`config.mk`:
```
export PLATFORM = sky130hd
export DESIGN_NAME = ram_writer
export DESIGN_NICKNAME = d
export VERILOG_FILES = /design/src/rtl/ram_writer.sv
export SDC_FILE = /design/constraint.sdc
export NUM_CORES = 1
export LEC_CHECK = 0
export ABC_AREA = 1
export ABC_CLOCK_PERIOD_IN_PS = 4000
export CELL_PAD_IN_SITES_DETAIL_PLACEMENT = 0
export CELL_PAD_IN_SITES_GLOBAL_PLACEMENT = 1
export CORE_MARGIN = 4
export CORE_UTILIZATION = 35
export DETAILED_ROUTE_END_ITERATION = 16
export HOLD_SLACK_MARGIN = 0.03
export PLACE_DENSITY = 0.92
export SYNTH_ARGS = -nofsm -noshare
export SYNTH_HDL_FRONTEND = slang
export SYNTH_SLANG_ARGS = --single-unit
```
`constraint.sdc`:
```
create_clock -name aclk -period 4 [get_ports aclk]
set_input_delay 1.2 -clock aclk [delete_from_list [all_inputs] [get_ports aclk]]
set_output_delay 1.2 -clock aclk [all_outputs]
set_load 0.02 [all_outputs]
```
`src/rtl/ram_writer.sv`:
```
// Streams decimated AXI-Stream samples into a circular RAM buffer
// through a single-beat AXI write master.
`timescale 1ns/1ps

module ram_writer #(
  parameter logic [31:0] BASE_ADDR      = 32'h1E00_0000,
  parameter int          MAX_LOG_LENGTH = 16
) (
  input  logic        aclk,
  input  logic        aresetn,
  input  logic [31:0] GPIO,
  input  logic        S_AXIS_tvalid,
  input  logic [31:0] S_AXIS_tdata,
  output logic        S_AXIS_tready,
  output logic [31:0] M_AXI_position_awaddr,
  output logic        M_AXI_position_awvalid,
  input  logic        M_AXI_position_awready,
  output logic [7:0]  M_AXI_position_awlen,
  output logic [2:0]  M_AXI_position_awsize,
  output logic [1:0]  M_AXI_position_awburst,
  output logic [31:0] M_AXI_position_wdata,
  output logic [3:0]  M_AXI_position_wstrb,
  output logic        M_AXI_position_wlast,
  output logic        M_AXI_position_wvalid,
  input  logic        M_AXI_position_wready,
  input  logic        M_AXI_position_bvalid,
  output logic        M_AXI_position_bready,
  output logic [31:0] position,
  output logic        overrun
);

  typedef enum logic [1:0] {
    IDLE,
    WRITE,
    RESP
  } state_t;

  state_t      state_q, state_d;
  logic [4:0]  log_thr;
  logic [4:0]  log_len_raw;
  logic [4:0]  log_len;
  logic        enable;
  logic        request;
  logic        running;
  logic        beat;
  logic        sel;
  logic [31:0] mask;
  logic [31:0] thr_max;
  logic [30:0] cnt_q, cnt_d;
  logic [31:0] pos_q, pos_d;
  logic [31:0] addr_q, addr_d;
  logic [31:0] data_q, data_d;
  logic        aw_q, aw_d;
  logic        w_q, w_d;
  logic        ovr_q, ovr_d;
  logic        unused_gpio;

  assign enable      = GPIO[0];
  assign request     = GPIO[1];
  assign log_len_raw = GPIO[6:2];
  assign log_thr     = GPIO[11:7];
  assign unused_gpio = ^GPIO[31:12];

  assign log_len = (log_len_raw > 5'(MAX_LOG_LENGTH))
                 ? 5'(MAX_LOG_LENGTH) : log_len_raw;

  assign mask    = (32'd1 << log_len) - 32'd1;
  assign thr_max = (32'd1 << log_thr) - 32'd1;

  assign running = enable & ~request;
  assign beat    = running & S_AXIS_tvalid;
  assign sel     = beat & (cnt_q == '0);

  always_comb begin
    state_d = state_q;
    cnt_d   = cnt_q;
    pos_d   = pos_q;
    addr_d  = addr_q;
    data_d  = data_q;
    aw_d    = aw_q;
    w_d     = w_q;
    ovr_d   = ovr_q;

    // >= rather than == so a smaller throttle applied mid-run recovers
    if (beat) begin
      if ({1'b0, cnt_q} >= thr_max) cnt_d = '0;
      else                          cnt_d = cnt_q + 31'd1;
    end

    unique case (state_q)
      IDLE: begin
        if (sel) begin
          data_d  = S_AXIS_tdata;
          addr_d  = BASE_ADDR + ((pos_q & mask) << 2);
          aw_d    = 1'b1;
          w_d     = 1'b1;
          state_d = WRITE;
        end else if (!enable) begin
          pos_d = '0;
          cnt_d = '0;
          ovr_d = 1'b0;
        end
      end
      WRITE: begin
        aw_d = aw_q & ~M_AXI_position_awready;
        w_d  = w_q & ~M_AXI_position_wready;
        if (!aw_d && !w_d) state_d = RESP;
      end
      RESP: begin
        if (M_AXI_position_bvalid) begin
          pos_d   = (pos_q + 32'd1) & mask;
          state_d = IDLE;
        end
      end
      default: state_d = IDLE;
    endcase

    if (sel && state_q != IDLE) ovr_d = 1'b1;
  end

  always_ff @(posedge aclk) begin
    if (!aresetn) begin
      state_q <= IDLE;
      cnt_q   <= '0;
      pos_q   <= '0;
      addr_q  <= BASE_ADDR;
      data_q  <= '0;
      aw_q    <= 1'b0;
      w_q     <= 1'b0;
      ovr_q   <= 1'b0;
    end else begin
      state_q <= state_d;
      cnt_q   <= cnt_d;
      pos_q   <= pos_d;
      addr_q  <= addr_d;
      data_q  <= data_d;
      aw_q    <= aw_d;
      w_q     <= w_d;
      ovr_q   <= ovr_d;
    end
  end

  assign S_AXIS_tready          = 1'b1;
  assign M_AXI_position_awaddr  = addr_q;
  assign M_AXI_position_awvalid = aw_q;
  assign M_AXI_position_awlen   = 8'd0;
  assign M_AXI_position_awsize  = 3'b010;
  assign M_AXI_position_awburst = 2'b01;
  assign M_AXI_position_wdata   = data_q;
  assign M_AXI_position_wstrb   = 4'hF;
  assign M_AXI_position_wlast   = 1'b1;
  assign M_AXI_position_wvalid  = w_q;
  assign M_AXI_position_bready  = 1'b1;
  assign position               = pos_q;
  assign overrun                = ovr_q;

endmodule

```
Yosys cells after proc, flatten, opt, wreduce, memory -nomap -nowiden. Cells that the tools add are included.

Add/sub/neg operators: 5. Multiply operators: 0. Div/mod/pow operators: 0. Magnitude comparators: 2. Equal/unequal tests: 9. Shift-type cells: 2. Mux-type cells: 21. Bitwise logic cells: 10. Reduce and logical (&&, ||, !) cells: 15.

Operators with widths (count): 2-to-1 mux 31 bit (5); 2-to-1 mux 32 bit (3); one-hot mux 32 bit (2 select lines) (1); left shift 1 x 5 -> 32 bit (first input constant) (2); subtractor 32 x 1 -> 32 bit (second input constant) (2); adder 29 x 32 -> 32 bit (first input constant) (1); adder 32 x 1 -> 32 bit (second input constant) (1); bitwise AND 32 bit (1); greater-or-equal comparator 31 x 32 -> 1 bit (1); adder 31 x 1 -> 31 bit (second input constant) (1); zero test 31 bit (1); bitwise AND 30 bit (1); inequality test 2 bit (second input constant) (5); nonzero test 2 bit (4); 2-to-1 mux 2 bit (3); one-hot mux 2 bit (3 select lines) (1); AND reduction 3 bit (2); bitwise AND 1 bit (5); greater-than comparator 5 bit (second input constant) (1); 2-to-1 mux 1 bit (5); 2-to-1 mux 5 bit (1); inequality test 2 x 1 -> 1 bit (second input constant) (2); one-hot mux 1 bit (2 select lines) (2); AND reduction 2 bit (2); 7 further kinds (11).

Register bits after elaboration: 132. Bits in latches: 0. Bits in writable memories: 0. ROM bits: 0. Input bits: 70. Output and inout port bits: 119. Word-level logic and storage cells: 72. Memories kept: 0.

Logic depth before layout (Yosys ltp).
Depth in word-level cells: 8. Depth in mapped cells: 23.

Least setup slack after synthesis. OpenSTA, ideal clock, no wires.

Kind: input -> register. Start: in GPIO[11]. End: reg cnt_q[0]. Data arrival time: 3.658 ns. Required time: 3.883 ns. Path slack: 0.225 ns. Stages: 22. Buffers on the path: 2. Path through: nor2_1 > clkbuf_1 > nand2_1 > ha_1 > o21ai_1 > inv_1 > nand2_1 > nor2_2 > nand2_2 > nor2_2 > nand3_1 > xnor2_1 > ha_1 > and3_1 > nand2_1 > nor2_1 > nand4_1 > nand3_1 > nand2_1 > nand2_1 > buf_2 > nor2_1.

Word-level cells in the longest chain between the ends: 8.

RTL lines: start, declared (line 11) `input logic [31:0] GPIO,`; left shift 1 x 5 -> 32 bit (*) (line 68) `assign thr_max = (32'd1 << log_thr) - 32'd1;`; subtractor 32 x 1 -> 32 bit (*) (line 68); greater-or-equal comparator 31 x 32 -> 1 bit (*) (line 86) `if ({1'b0, cnt_q} >= thr_max) cnt_d = '0;`; 2-to-1 mux 31 bit (*) (line 86); 2-to-1 mux 31 bit (*) (line 85) `if (beat) begin`; 2-to-1 mux 31 bit (line 98) `end else if (!enable) begin`; 2-to-1 mux 31 bit (line 92) `if (sel) begin`; 2-to-1 mux 31 bit (*) (line 90) `unique case (state_q)`; end signal, assigned (line 133) `cnt_q <= cnt_d;`; end, declared (line 49) `logic [30:0] cnt_q, cnt_d;`.

Every way passes the cells marked *; elsewhere a longest branch is shown, timed or not. A chain may end at the register's enable or synchronous reset.

Worst setup path in the final report.
Start: in GPIO[9]. End: reg cnt_q[10].

Same word-level chain as after synthesis.

==> impl_metrics.env <==
export IMPL_worstMarginPinSlew_ns=0.5216
export IMPL_drive_gt1_share_pct=13.21
export IMPL_routed_via_density=4.872
export IMPL_fill_cells=2111
export IMPL_required_ns=4.31
export IMPL_cts_clk_slew_worst_paths_ns=0.07
export IMPL_design_die_area_um2=24020
export IMPL_synth_edf_count=0
export IMPL_initial_utilization_pct=35.74
export IMPL_cp_arrival_ns=4.06
export IMPL_grtUsageMet2_pct=29.32
export IMPL_ant_nets=0
export IMPL_hold_viol=0
export IMPL_p_leak_nw=4.357
export IMPL_rsz0062_at_grt="no"
export IMPL_rr_worst_depth=11
export IMPL_fmax_mhz=266.7
export IMPL_gp_congestion=0.8523
export IMPL_clockBufferDepth=2
export IMPL_cap_viol_max_count=0
export IMPL_final_area_um2=10350
export IMPL_clockRootBuffer="clkbuf_16"
export IMPL_grt_overflow_total=0
export IMPL_ctsHoldBuffers=0
export IMPL_ys_seq_area_share_pct=34.42
export IMPL_syn_avg_cell_area_um2=7.047
export IMPL_startpoint="GPIO[9]"
export IMPL_regToRegSetupSlack_ns=1.47
export IMPL_synth_top_area_cell="dfxtp_1"
export IMPL_synth_area_top_cells="dfxtp_1 (34%), nand2_1 (10%), nor2_1 (8.5%), ha_1 (6.6%), inv_1 (5.0%)"
export IMPL_multi_input_area_um2=4362
export IMPL_yosysWarnings=0
export IMPL_ios=189
export IMPL_clk_latency_ns=0.43
export IMPL_hpwl_um=16720
export IMPL_worst_setup_path_type="input port to register"
export IMPL_drtPass1Iterations=5
export IMPL_die_w_um=155.0
export IMPL_synth_seq_cells=130
export IMPL_antenna_found_initial=1
export IMPL_fin_util_pct=48.94
export IMPL_worstReg2RegStart="cnt_q[0]"
export IMPL_period_minus_slack_ns=3.750
export IMPL_grt_pass1_wl_um=36600
export IMPL_ys_top_cells_by_count="nand2_1 (208), nor2_1 (172), dfxtp_1 (130)"
export IMPL_crit_top_cell="nand2_2"
export IMPL_io_buffers=146
export IMPL_wl_um=22600
export IMPL_syn_area_um2=7561
export IMPL_critical_path_cell_chain="dlygate4sd2_1 -> nor3_2 -> nand2_2 -> ha_2 -> o21ai_1 -> inv_1 -> nand2_2 -> nor2_4 -> nand2_2 -> nor2_4 -> nand3_1 -> xnor2_1 -> ha_1 -> and3_4 -> nand2_2 -> nor2_4 -> nand4_1 -> nand3_1 -> nand2_2 -> nand2_4 -> clkbuf_16 -> nor2_1"
export IMPL_synth_ff_type="dfxtp_1"
export IMPL_critPathCaptureType="register"
export IMPL_register_area_um2=2603
export IMPL_slew_viol_final=0
export IMPL_ys_types=49
export IMPL_setup_viol=0
export IMPL_grt_use_total_pct=18.63
export IMPL_finalClockSkew_ns=0.01197
export IMPL_reg2reg_to="M_AXI_position_awaddr[25]"
export IMPL_min_period_over_period_pct=93.74
export IMPL_crit_fanout=6
export IMPL_async_flop_share_pct=0
export IMPL_status="finished clean"
export IMPL_met1_usage_pct=24.99
export IMPL_grt_pass1_vias=7158
export IMPL_coreArea_um2=21150
export IMPL_final_nets=1384
export IMPL_busiest_layer="met2"
export IMPL_htreeDepth=4
export IMPL_slowest_delay_ns=0.30
export IMPL_ir_drop_uv=301.8
export IMPL_drc=0
export IMPL_yosys_cell_count_top_type="nand2_1"
export IMPL_syn_to_final_growth_pct=36.94
export IMPL_use_met3_pct=5.841
export IMPL_vias=7615
export IMPL_hold_class="register to register"
export IMPL_cts_sinks=130
export IMPL_cts_tree="done"
export IMPL_post_dp_cell_area_um2=9609
export IMPL_max_slew_margin_pct=65.12
export IMPL_wire_per_inst_um=14.46
export IMPL_cp_endpoint="cnt_q[10]"
export IMPL_die_h_um=155.0
export IMPL_grt_max_degree=39
export IMPL_first_iter_violations=455
export IMPL_cp_slowest_cell="ha_1"
export IMPL_start_kind="input port"
export IMPL_cts_made_buffers=17
export IMPL_syn_inst=1073
export IMPL_p_per_area_nw_per_um2=380.8
export IMPL_p_total_mw=3.943
export IMPL_synth_top_area_share_pct=34.42
export IMPL_rows=53
-- state kept, by name, summed over array words and instances, names as in the netlist --
| name | flops |
|---|---|
| M_AXI_position_awaddr | 30 |
| position | 32 |
| M_AXI_position_wvalid | 1 |
| overrun | 1 |
| M_AXI_position_awvalid | 1 |
| state_q | 2 |
| cnt_q | 31 |
| M_AXI_position_wdata | 32 |
-- what timing repair did --
| action | in CTS | in global routing |
|---|---|---|
| setup buffers | 0 | 3 |
| endpoints found under the setup margin | 30 | 31 |
| cloned | 0 | 3 |
| gates resized for setup | 3 | 23 |
| pin swaps | 0 | 9 |
-- placed cells by master (no fill, tap or decap), drive strengths merged, types with 2 or more instances in the layout --
master           n
a21o             4
xor2            26
nand2          219
a31oi            5
o21ai           40
or2              5
nand3b           3
nor3            28
nor2           193
buf             64
clkdlybuf4s50  141
clkbuf          19
clkinvlp         2
a211oi           4
o211ai           2
inv            122
dfxtp          130
ha              40
clkinv           6
nor3b            2
xnor2           10
dlymetal6s2s     4
o21bai           2
nand3           79
conb            24
a32o            11
o22ai            2
a21oi           45
nand4           30
a22o            18
-- cell families after synthesis --
logic type      after synthesis  share of synthesized area (%)
compound gates              136                          11.32
xor+xnor                     36                          4.170
fa+ha+maj                    40                          6.619
buf+inv                     168                          9.962
flops                       130                          34.42
other cells                   2                        0.09933
simple gates                561                          33.41
-- worst min-delay path by stage --
stage | end | from | depth (start not counted) | slack, ns
finish | M_AXI_position_awaddr[18] | M_AXI_position_awaddr[18] | 2 | 0.43
global route | M_AXI_position_awaddr[31] | M_AXI_position_awaddr[31] | 2 | 0.47
CTS | M_AXI_position_awaddr[18] | M_AXI_position_awaddr[18] | 2 | 0.43
detailed placement | M_AXI_position_awaddr[18] | M_AXI_position_awaddr[18] | 2 | 0.42
global placement | M_AXI_position_awaddr[18] | M_AXI_position_awaddr[18] | 2 | 0.42
floorplan | cnt_q[1] | cnt_q[1] | 2 | 0.50
-- power breakdown --
group / total, mW / internal (mW) / switching (mW)
Combinational: 0.944 / 0.379 / 0.565
Clock: 1.53 / 0.870 / 0.656
Sequential: 1.47 / 1.38 / 0.0943
-- worst max-delay path: cells and delay by family --
family	cells	cell delay, ns
adder cells (fa/ha/maj)	2	0.48
XOR/XNOR	1	0.08
AND/OR/NAND/NOR	15	1.66
AO/OA/AOI/OAI	1	0.09
buffers and inverters	3	0.56
-- routing by layer --
layer	vias to the layer above	share of wire [%]
met5	-	0
met4	0	1.2
met3	15	6.5
met2	183	45
met1	3532	47
li1	3885	-
-- metrics by stage --
stage          hold slack [ns]  TNS, ns  setup slack [ns]  cells
2_1_floorplan           0.5000        0            0.2252   1095
3_3_place_gp            0.4156   -13.65           -0.4549   1524
3_5_place_dp            0.4215   -14.75           -0.5033   1524
4_1_cts                 0.4303        0           0.01725   1556
5_1_grt                 0.4653        0          0.003043   1563
6_report                0.4255        0            0.2504   1563
-- cell type report --
cell class | instances | share of cell area (%)
multi-input combinational | 797 | 42.13
clock buffer | 17 | 4.109
clock inverter | 15 | 1.402
timing repair buffer | 212 | 19.67
inverter | 116 | 4.205
tap | 275 | 3.323
antenna | 1 | 0.02417
sequential | 130 | 25.14
No activity file was read; power rests on OpenSTA's default activity.
